### src/rtl/ntt_pair_feeder.sv
// Collects one N-point coefficient vector, then issues the N/2 butterfly operand
// pairs of the selected NTT stage, one per cycle, each with its twiddle ROM address.
module ntt_pair_feeder #(
  parameter int WIDTH = 18,
  parameter int LOG_N = 4
) (
  input  logic             clk,
  input  logic             rst,
  input  logic [LOG_N-1:0] stage,
  input  logic [WIDTH-1:0] in_data,
  input  logic             in_valid,
  output logic             in_ready,
  output logic [WIDTH-1:0] out_a,
  output logic [WIDTH-1:0] out_b,
  output logic [LOG_N-2:0] out_tw,
  output logic             out_valid,
  input  logic             out_ready,
  output logic             done
);

  localparam int N = 1 << LOG_N;

  localparam logic [1:0] S_LOAD  = 2'd0;
  localparam logic [1:0] S_ISSUE = 2'd1;
  localparam logic [1:0] S_DONE  = 2'd2;

  localparam logic [LOG_N-1:0] WR_LAST  = LOG_N'(N - 1);
  localparam logic [LOG_N-2:0] K_LAST   = '1;
  localparam logic [LOG_N-1:0] S_MAX    = LOG_N'(LOG_N - 1);
  localparam logic [LOG_N-1:0] S_LIMIT  = LOG_N'(LOG_N);
  localparam logic [LOG_N-1:0] HALF_TOP = LOG_N'(N / 2);

  logic [1:0]       state;
  logic [LOG_N-1:0] wr_cnt;
  logic [LOG_N-2:0] k;
  logic [LOG_N-1:0] s_reg;
  logic [WIDTH-1:0] mem [N];

  logic             in_hs;
  logic             out_hs;
  logic [LOG_N-1:0] half;
  logic [LOG_N-1:0] mask;
  logic [LOG_N-1:0] k_ext;
  logic [LOG_N-1:0] idx_a;
  logic [LOG_N-1:0] idx_b;
  logic [LOG_N-2:0] tw;

  assign in_ready  = (state == S_LOAD);
  assign out_valid = (state == S_ISSUE);
  assign done      = (state == S_DONE);
  assign in_hs     = in_valid && in_ready;
  assign out_hs    = out_valid && out_ready;

  // half is a power of two, so g/o split is a mask: bits above o shift up by one
  // to skip the partner block, which is where idx_b lives (idx_a | half).
  assign half  = HALF_TOP >> s_reg;
  assign mask  = half - LOG_N'(1);
  assign k_ext = {1'b0, k};
  assign idx_a = ((k_ext & ~mask) << 1) | (k_ext & mask);
  assign idx_b = idx_a | half;
  assign tw    = (k & mask[LOG_N-2:0]) << s_reg;

  assign out_a  = out_valid ? mem[idx_a] : '0;
  assign out_b  = out_valid ? mem[idx_b] : '0;
  assign out_tw = out_valid ? tw : '0;

  always_ff @(posedge clk) begin
    if (in_hs) mem[wr_cnt] <= in_data;
  end

  always_ff @(posedge clk or posedge rst) begin
    if (rst) begin
      state  <= S_LOAD;
      wr_cnt <= '0;
      k      <= '0;
      s_reg  <= '0;
    end else begin
      case (state)
        S_LOAD: begin
          if (in_hs) begin
            if (wr_cnt == '0) s_reg <= (stage >= S_LIMIT) ? S_MAX : stage;
            if (wr_cnt == WR_LAST) begin
              wr_cnt <= '0;
              state  <= S_ISSUE;
            end else begin
              wr_cnt <= wr_cnt + LOG_N'(1);
            end
          end
        end
        S_ISSUE: begin
          if (out_hs) begin
            if (k == K_LAST) begin
              k     <= '0;
              state <= S_DONE;
            end else begin
              k <= k + (LOG_N-1)'(1);
            end
          end
        end
        S_DONE:  state <= S_LOAD;
        default: state <= S_LOAD;
      endcase
    end
  end

endmodule

### config.mk
export PLATFORM = sky130hd
export DESIGN_NAME = ntt_pair_feeder
export DESIGN_NICKNAME = d
export VERILOG_FILES = /design/src/rtl/ntt_pair_feeder.sv
export SDC_FILE = /design/constraint.sdc
export NUM_CORES = 1
export LEC_CHECK = 0
export ABC_AREA = 0
export BUFFER_PORTS_ARGS = -buffer_cell sky130_fd_sc_hd__buf_2
export CAP_MARGIN = 20
export CORE_MARGIN = 2
export CORE_UTILIZATION = 61
export DETAILED_ROUTE_END_ITERATION = 8
export PLACE_DENSITY = 0.76
export SETUP_SLACK_MARGIN = 0.1
export SYNTH_ARGS = -nofsm -noshare
export SYNTH_HDL_FRONTEND = slang
export SYNTH_SLANG_ARGS = --single-unit
### constraint.sdc
create_clock -name clk -period 8.45 [get_ports clk]
set_input_delay 1.2675 -clock clk [delete_from_list [all_inputs] [get_ports clk]]
set_output_delay 1.2675 -clock clk [all_outputs]
set_load 0.02 [all_outputs]
==> summary.txt <==
Logic synthesis
  – Synth top area cells: edfxtp_1 54%, nand2_1 9.5%, nand3_1 6.5%, mux2i_1 5.7%, o211ai_1 2.6%
  – Synth Cell Area: 15900 um2
  – Async SR Flop Fraction: 0.0432
  – Sequential element share of the synthesized area: 0.565
  – Ys Warns: 0
  – Synth Net Count: 1574
  – Mapped Cells: 1541
  – Cell taking the most area after synthesis: edfxtp_1
  – EDFF count, synth: approximately 290
  – FF+latch count, synth: 301
  – Distinct cells, synth: 57
  – Syn_area_per_cell: 10.3 um2
  – Synth Flop Type: edfxtp_1
  – Share of the synthesized area in the top cell type: 0.544

Setup path
  – CP Launch Type: flip-flop
  – Crit path required time: 7.18 ns
  – Slowest-stage cell, CP: nor2b_4
  – WP data arrival: 4.74 ns
  – End of the worst register-to-register path: mem[0][0]$_DFFE_PP_
  – Crit path capture: out_b[1]
  – CP endpoint kind: primary output
  – CP top delay family: simple AND/OR/NAND/NOR gates
  – Reg2reg start: state[0]$_DFFE_PP0P_
  – Worst-path fanout max: 37
  – Origin of the worst setup path: s_reg[2]$_DFFE_PP0P_
  – Critical path buffers and inverters: 3
  – Cell count along the critical path: 12
  – Cell breakdown of the critical path: nor2_2, nand3_1, ha_1, nor2b_4, a22oi_2, buf_4, nand2_1, buf_16, nand3_1, a41oi_1, o221ai_1, buf_2
  – Reg2reg path depth: 4
  – Most frequent CP cell: nand3_1
  – Slowest stage delay, CP: 0.85 ns
  – Setup CP Type: flip-flop to primary output
  – Reg2Reg Setup Slack: 5.86 ns

GRT
  – Tot GR Track Use: 0.352
  – GR Overflow Total: 0
  – Initial antenna violation count: 2
  – Vias in the first global route: 12800
  – Largest net degree at the start of global routing: 79
  – First-pass GRT wire length: 71.7 mm

Floorplanning
  – Die area: between 20000 and 30000 um2
  – Initial Util: 0.615
  – Core area: 25800 um2
  – DIE WIDTH: roughly 170 um
  – IO Pins: 68
  – # rows: 59
  – Chip Height: between 150 and 200 um

Clocking
  – Clock root buffer master: clkbuf_16
  – Maximum clock path buffer count: 3
  – H-tree depth: 2
  – TritonCTS Buffers: 34
  – Clock sinks: 301
  – CTS tree: done
  – Total setup buffers inserted after CTS: 0
  – Clock transition at path regs: 0.05 ns
  – Worst skew pair latency: around 0.52 ns
  – # hold bufs at CTS: 0
  – PostCTS Resize Cnt: 0

Placed design
  – Gpl congestion: 0.830
  – # port buffers: between 60 and 70
  – Dpl hpwl: 26.0 mm
  – Dpl ws: 2.66 ns

STA
  – TNS Setup: 0 ns
  – WHS: 0.582 ns
  – Ratio of final minimum period to clock period: 0.711
  – Final worst path period need: around 6 ns
  – RSZ-0062 raised after global routing: no
  – Number of setup violations in the final report: 0
  – Fmax: ~170 MHz
  – Final Hold Fails: 0
  – Max Slew Vio Count: 0
  – Worst slew pin tran: 1.08 ns
  – Final setup margin: 2.44 ns
  – Clock Skew: between 0.02 and 0.025 ns
  – Normalized max-slew margin: 0.280

Route
  – ANT nets after route: 0
  – Routed length per instance: ~25 um
  – Final WL: 47.3 mm
  – Routed vias/inst: 6.84
  – DR vias: 13100
  – 1st-iter DRT viols: between 1500 and 2000
  – DRC Markers: 0
  – DR pass1 iterations: 7

Finish
  – Max reg flops: 288
  – Commonest cells after routing, fill and taps aside: 401 x nand2_1, 288 x edfxtp_1, 207 x nand3_1
  – Layout cells sized above 1: 0.127
  – Area added between synthesis and finish: 10.2%
  – Most common cell after layout, fill and taps aside: nand2_1
  – Antenna diodes: 0
  – Nets: 1596
  – Fillers: 1917
  – Utilization after layout: 0.678

Hold path
  – Hold Crit Class: flip-flop to flip-flop

Status
  – Status: finished, final reports clean

Run
  – Number of max-cap violations: 0

Power and ir drop
  – PwrDens: 396 nW/um2
  – P_leak: 0.00640 uW
  – Maximum VDD drop: 0.509 mV
metal layers:
metal / share of wire / vias to the layer above / track usage
met5: 0 / - / 0
met1: 0.37 / 6277 / 0.462
met4: 0.051 / 0 / 0.195
li1: - / 5756 / -
met2: 0.47 / 917 / 0.556
met3: 0.11 / 197 / 0.0654
worst min-delay path: stages, from the launching register on:
cell     delay [ns]
dfrtp_1        0.40
nand3_1        0.08
nand2_1        0.07
cell type report:
type / instances / area (um2) / area share
clock inverters: 19 / 82.6 / 0.00471
inverters: 24 / 92.6 / 0.00528
clock buffers: 42 / 902 / 0.0515
flip-flops and latches: 301 / 8980 / 0.512
well taps: 335 / 419 / 0.0239
repair buffers: 105 / 661 / 0.0377
multi-input cells: 1097 / 6390 / 0.365
power by group:
group	total [uW]	internal (uW)	leakage, uW	switching [uW]
clock network	1330	755	0.000484	570
registers	1920	1790	0.00276	135
logic	3700	1120	0.00316	2580
total	6950	3660	0.00640	3280
cells by family (layout without fill, tap and decap cells):
kind of cell,after synthesis,after routing,synth area share
AO/OA/AOI/OAI,233,233,0.116
XOR/XNOR,1,1,0.000551
adder cells (fa/ha/maj),7,7,0.00551
buffers and inverters,143,190,0.0391
flip-flops,301,301,0.565
multiplexers,93,93,0.0587
AND/OR/NAND/NOR,763,763,0.215
per-stage QoR:
| step | cell area (um2) | instances | total power (uW) |
|---|---|---|---|
| floorplan | 15900 | 1541 | 4470 |
| global placement | 16500 | 1860 | 5420 |
| detailed placement | 16500 | 1860 | 5490 |
| CTS | 17500 | 1921 | 6810 |
| global route | 17500 | 1923 | 7280 |
| finish | 17500 | 1923 | 6950 |
Yosys cell counts, types with 7 or more instances:
library cell and number:
inv_1 22, o21ai_0 20, a21oi_1 41, buf_1 13, nand3_1 207, mux2i_1 91
buf_2 23, buf_4 10, dfrtp_1 13, nand2_1 402, o221ai_1 15, and2_1 7
clkbuf_1 71, a211oi_1 19, a41oi_1 17, o31ai_1 9, and3_1 26, nand4_1 37
o31ai_2 9, o211ai_1 56, a211oi_2 14, edfxtp_1 288, nor2_1 40, nor3_1 21
ha_1 7, a2bb2oi_1 18
worst min-delay path by stage:
| stage | slack [ns] | end | cells past startpoint | start |
|---|---|---|---|---|
| 2_1_floorplan | 0.54 | wr_cnt[3]$_DFFE_PP0P_ | 2 | wr_cnt[0]$_DFFE_PP0P_ |
| 3_3_place_gp | 0.57 | wr_cnt[3]$_DFFE_PP0P_ | 2 | wr_cnt[0]$_DFFE_PP0P_ |
| 3_5_place_dp | 0.58 | wr_cnt[3]$_DFFE_PP0P_ | 2 | wr_cnt[0]$_DFFE_PP0P_ |
| 4_1_cts | 0.58 | wr_cnt[3]$_DFFE_PP0P_ | 2 | wr_cnt[0]$_DFFE_PP0P_ |
| 5_1_grt | 0.63 | wr_cnt[3]$_DFFE_PP0P_ | 2 | wr_cnt[0]$_DFFE_PP0P_ |
| 6_report | 0.58 | wr_cnt[3]$_DFFE_PP0P_ | 2 | wr_cnt[0]$_DFFE_PP0P_ |
Power figures use the tool's default switching activity.
